===== config.mk =====
export PLATFORM = sky130hd
export DESIGN_NAME = expr_result_unpacker
export DESIGN_NICKNAME = d
export VERILOG_FILES = /design/src/rtl/expr_bus_pkg.sv /design/src/rtl/expr_field_extend.sv /design/src/rtl/expr_result_unpacker.sv
export SDC_FILE = /design/constraint.sdc
export NUM_CORES = 1
export LEC_CHECK = 0
export BUFFER_PORTS_ARGS = -buffer_cell sky130_fd_sc_hd__buf_2
export CAP_MARGIN = 10
export CORE_UTILIZATION = 35
export DETAILED_ROUTE_END_ITERATION = 10
export SLEW_MARGIN = 10
export SYNTH_ARGS = -nofsm -noshare
export SYNTH_HDL_FRONTEND = slang
export SYNTH_SLANG_ARGS = --single-unit

===== constraint.sdc =====
create_clock -name clk -period 5.56 [get_ports clk]
set_input_delay 0 -clock clk [delete_from_list [all_inputs] [get_ports clk]]
set_output_delay 0 -clock clk [all_outputs]
set_load 0.01 [all_outputs]

===== src/rtl/expr_bus_pkg.sv =====
// Shared definitions for the 90-bit packed expression-result bus.
// Used by the receive-side unpacker and by the transmit-side packer.
package expr_bus_pkg;

    localparam int unsigned NUM_FIELDS = 18;
    localparam int unsigned TOTAL_W    = 90;
    localparam int unsigned OUT_W      = 6;
    localparam int unsigned IDX_W      = 5;
    localparam int unsigned FW_W       = 3;

    typedef logic [OUT_W-1:0] field_t;

    typedef enum logic {
        ST_IDLE = 1'b0,
        ST_EMIT = 1'b1
    } state_e;

    // Field widths repeat 4,5,6 across the bus.
    function automatic logic [FW_W-1:0] field_width(input logic [IDX_W-1:0] idx);
        return FW_W'(32'd4 + 32'(idx % IDX_W'(3)));
    endfunction

    // Every other group of three fields is signed (3-5, 9-11, 15-17).
    function automatic logic field_signed(input logic [IDX_W-1:0] idx);
        logic [IDX_W-1:0] grp;
        grp = idx / IDX_W'(3);
        return grp[0];
    endfunction

endpackage


===== src/rtl/expr_field_extend.sv =====
// Extends a 4/5/6-bit field, left-aligned in a 6-bit slice, to field_t.
module expr_field_extend
    import expr_bus_pkg::*;
(
    input  logic [OUT_W-1:0] top_bits_i,
    input  logic [FW_W-1:0]  width_i,
    input  logic             signed_i,
    output field_t           field_o
);

    // Right-align the field and fill the upper bits with sign or zero.
    always_comb begin
        field_o = top_bits_i;
        case (width_i)
            FW_W'(4): field_o = {{2{signed_i & top_bits_i[5]}}, top_bits_i[5:2]};
            FW_W'(5): field_o = {signed_i & top_bits_i[5], top_bits_i[5:1]};
            default:  field_o = top_bits_i;
        endcase
    end

endmodule


===== src/rtl/expr_result_unpacker.sv =====
// Serialises one 90-bit packed expression result into 18 extended field beats.
// Optional running XOR of the frame's fields on out_xsum: EXPR_UNPACK_XSUM_EN.
module expr_result_unpacker
    import expr_bus_pkg::*;
(
    input  logic               clk,
    input  logic               rst_n,
    input  logic               in_valid,
    output logic               in_ready,
    input  logic [TOTAL_W-1:0] in_data,
    output logic               out_valid,
    input  logic               out_ready,
    output logic [IDX_W-1:0]   out_idx,
    output logic [OUT_W-1:0]   out_field,
    output logic               out_signed,
    output logic               out_last
`ifdef EXPR_UNPACK_XSUM_EN
    ,
    output logic [OUT_W-1:0]   out_xsum
`endif
);

    state_e             state_q, state_d;
    logic [TOTAL_W-1:0] sr_q, sr_d;
    logic [IDX_W-1:0]   idx_q, idx_d;
    logic [FW_W-1:0]    cur_w;
    logic               cur_signed;
    logic               cur_last;
    field_t             cur_field;
`ifdef EXPR_UNPACK_XSUM_EN
    field_t             xsum_q, xsum_d;
`endif

    assign cur_w      = field_width(idx_q);
    assign cur_signed = field_signed(idx_q);
    assign cur_last   = (idx_q == IDX_W'(NUM_FIELDS - 1));

    expr_field_extend u_extend (
        .top_bits_i (sr_q[TOTAL_W-1 -: OUT_W]),
        .width_i    (cur_w),
        .signed_i   (cur_signed),
        .field_o    (cur_field)
    );

    // State, shift register and field index; reset aborts any frame in flight.
    always_ff @(posedge clk or negedge rst_n) begin
        if (!rst_n) begin
            state_q <= ST_IDLE;
            sr_q    <= '0;
            idx_q   <= '0;
`ifdef EXPR_UNPACK_XSUM_EN
            xsum_q  <= '0;
`endif
        end else begin
            state_q <= state_d;
            sr_q    <= sr_d;
            idx_q   <= idx_d;
`ifdef EXPR_UNPACK_XSUM_EN
            xsum_q  <= xsum_d;
`endif
        end
    end

    // Next state and handshakes; a last beat can overlap the next word capture.
    always_comb begin
        state_d    = state_q;
        sr_d       = sr_q;
        idx_d      = idx_q;
        in_ready   = 1'b0;
        out_valid  = 1'b0;
        out_idx    = idx_q;
        out_field  = '0;
        out_signed = 1'b0;
        out_last   = 1'b0;
`ifdef EXPR_UNPACK_XSUM_EN
        xsum_d     = xsum_q;
        out_xsum   = '0;
`endif
        case (state_q)
            ST_IDLE: begin
                in_ready = 1'b1;
                if (in_valid) begin
                    sr_d    = in_data;
                    idx_d   = '0;
                    state_d = ST_EMIT;
`ifdef EXPR_UNPACK_XSUM_EN
                    xsum_d  = '0;
`endif
                end
            end
            ST_EMIT: begin
                out_valid  = 1'b1;
                out_field  = cur_field;
                out_signed = cur_signed;
                out_last   = cur_last;
`ifdef EXPR_UNPACK_XSUM_EN
                out_xsum   = xsum_q ^ cur_field;
`endif
                if (out_ready) begin
                    if (cur_last) begin
                        in_ready = 1'b1;
                        idx_d    = '0;
`ifdef EXPR_UNPACK_XSUM_EN
                        xsum_d   = '0;
`endif
                        if (in_valid) begin
                            sr_d = in_data;
                        end else begin
                            state_d = ST_IDLE;
                        end
                    end else begin
                        sr_d  = sr_q << cur_w;
                        idx_d = idx_q + IDX_W'(1);
`ifdef EXPR_UNPACK_XSUM_EN
                        xsum_d = xsum_q ^ cur_field;
`endif
                    end
                end
            end
            default: begin
                state_d = ST_IDLE;
            end
        endcase
    end

endmodule


==> results.yml <==
critical_path:
  r2r-start: "out_idx[3]$_DFFE_PN0P_"
  path_class: "flip-flop to flip-flop"
  cp.arrival_ps: 5440
  rr_endpoint: "sr_q[13]$_DFFE_PN0P_"
  r2r_cells: 22
  endpoint_kind: "flip-flop"
  critPathLaunchType: "flip-flop"
  crit_required_ps: 5800
  cp_max_fo: 9
  r2r_setup_slack_ps: 360
floorplanning:
  dieArea_um2: 25600
  rows: 57
  fp.coreArea_um2: 24400
  die_w_um: 160
  die_h_um: 160
  start_util: 0.359
  num_io_pins: 109
logic_synthesis:
  synth_area_leaders: "dfrtp_1 27%, mux2i_1 19%, o32a_1 4.7%"
  async_flop_share: 1.00
  syn_area_per_cell_um2: 9.51
  ys_types: 70
  netlist.area_leader.share: 0.275
  synth-edff-count: 0
  synth_ff_type: "dfrtp_1"
  ys_warn_count: 0
  synth_common_cells: "165 x mux2i_1, 96 x dfrtp_1, 61 x clkbuf_1, 61 x nor2_1, 44 x nand2_1"
  synthCells: 920
  ys_ff_latch: 96
  synth_top_area_cell: "dfrtp_1"
  syn_nets: 1027
  synth.most_common_cell: "mux2i_1"
  ys_seq_area_frac: 0.275
  syn_area_um2: 8750
clocking:
  cts_tree: "yes"
  cts-buffers-inserted: 9
  clkTransAtPathRegs_ps: 80
  cts.path.max_buffers: 2
  cts-htree-levels: 3
  clk_latency_ps: 360
  clockRootBuffer: "clkbuf_16"
  clock-sinks: 96
status:
  outcome: "completed"
place:
  dp.cells: 1292
  gp_congestion: 0.889
  portBuffers: 108
  place_ws_ps: 77.6
  dpl.hpwl_um: 17900
grt:
  grt_pass1_wl_um: 45200
  grt_max_degree: 82
  grt_pass1_vias: 8200
  antenna_found_initial: 2
  grt_overflow: 0
  grt_usage: 0.214
hold_path:
  hold_start: "out_ready"
  hold_end: "out_idx[0]$_DFFE_PN0P_"
  min_path_type: "primary input to flip-flop"
  holdPathStages: 4
finish:
  fin_nets: 1105
  syn_to_final_growth_pct: 23.6
  drive_gt1_frac: 0.284
  stdcell_count: 1327
  n_antenna_cell: 0
  fin_util: 0.443
sta:
  finalHoldViolations: 0
  max_freq_ghz: 0.192
  final-max-slew-violation-count: 0
  finalSetupViolCount: 0
  period_needed_ps: 5200
  tightest_slew_ps: 1010
  fin_crit_sh: 0.935
  skew_ps: 19.3
  setup_ws_ps: 360
  max_slew_margin: 0.325
detailed_routing:
  wl_per_cell_um: 21.8
  vias_per_cell: 6.59
  firstDrtPassIters: 6
  drtAntennaViolNets: 0
  via_count: 8750
  wirelength_um: 29000
  drc: 0
  drt_iter0_markers: 845
run:
  drv_cap: 0
[worst max path at each step]
stage	start	end	slack, ps	cells after the start
after global placement	out_idx[3]$_DFFE_PN0P_	sr_q[64]$_DFFE_PN0P_	160	24
after global routing	out_idx[4]$_DFFE_PN0P_	sr_q[13]$_DFFE_PN0P_	-20	25
final	out_idx[3]$_DFFE_PN0P_	sr_q[13]$_DFFE_PN0P_	360	22
after floorplan	out_idx[0]$_DFFE_PN0P_	sr_q[40]$_DFFE_PN0P_	4	27
after CTS	out_idx[3]$_DFFE_PN0P_	sr_q[87]$_DFFE_PN0P_	20	24
after detailed placement	out_idx[3]$_DFFE_PN0P_	sr_q[67]$_DFFE_PN0P_	80	24
[metrics by stage]
stage	setup TNS [ps]	hold WS [ps]	area, um^2
finish	0	38.1	10800
global route	-27.0	90.5	10800
CTS	0	29.8	9980
detailed placement	0	63.3	9620
global placement	0	63.3	9620
floorplan	0	-296	8750
[worst max-delay path, cell delays in order, from the launching register on]
cell	delay (ps)
dfrtp_1	450
nor2b_1	210
inv_2	50
buf_4	170
ha_1	280
nand4b_1	120
a211oi_1	80
a211oi_1	630
nor4_4	110
nand2_1	100
xnor2_1	90
ha_1	250
nor3_2	210
nand4_1	110
nor3_1	130
nor4bb_2	230
nand2_1	140
nor2_4	250
mux2_2	440
buf_4	180
mux2i_2	340
o22ai_1	150
o32a_1	360
[kinds of logic (layout without fill, tap and decap cells)]
kind of cell | Yosys count | in the layout | share of synthesized area
AO/OA/AOI/OAI | 330 | 330 | 0.306
multiplexers | 191 | 193 | 0.233
XOR/XNOR | 10 | 10 | 0.0143
buffers and inverters | 113 | 194 | 0.0616
AND/OR/NAND/NOR | 167 | 167 | 0.0914
flip-flops | 96 | 96 | 0.275
adder cells (fa/ha/maj) | 13 | 13 | 0.0186
[what timing repair did]
item,4_1_cts,5_1_grt
setup buffers,0,6
endpoints found under the setup margin,2,93
hold buffers,6,0
gates cloned,0,7
hold endpoints to repair,48,0
gates resized for setup,1,116
pin swaps,0,6
[routing by layer]
metal,vias up,global-route usage,routed length [um]
li1,3938,-,-
met1,4334,0.308,12900
met2,421,0.330,13500
met3,53,0.0286,1870
met4,4,0.0693,649
met5,-,0,21
[final cells by class]
type	instances	area, um^2
clock inverter	7	66.3
clock buffer	9	225
sequential	96	2400
fill	2365	13600
inverter	13	48.8
tap	324	405
multi-input combinational	713	6460
timing repair buffer	165	1210
[layout by cell type, fill, tap and decap left out, drive strengths merged, types with 13 or more instances in the layout]
cell	count
a21oi	20
a221oi	35
a222oi	29
a22o	30
a22oi	16
buf	155
clkbuf	13
dfrtp	96
ha	13
inv	15
mux2i	179
nand2	44
nor2	64
o21ai	26
o221ai	42
o22ai	43
o32a	41
[registers in the layout, indices dropped and copies added, names as in the netlist]
signal / count
out_idx: 5
sr_q: 90
state_q: 1
Power is left out: the tool's default activity adds up to more than one toggle a clock period on the data nets, which glitch-free logic cannot reach.
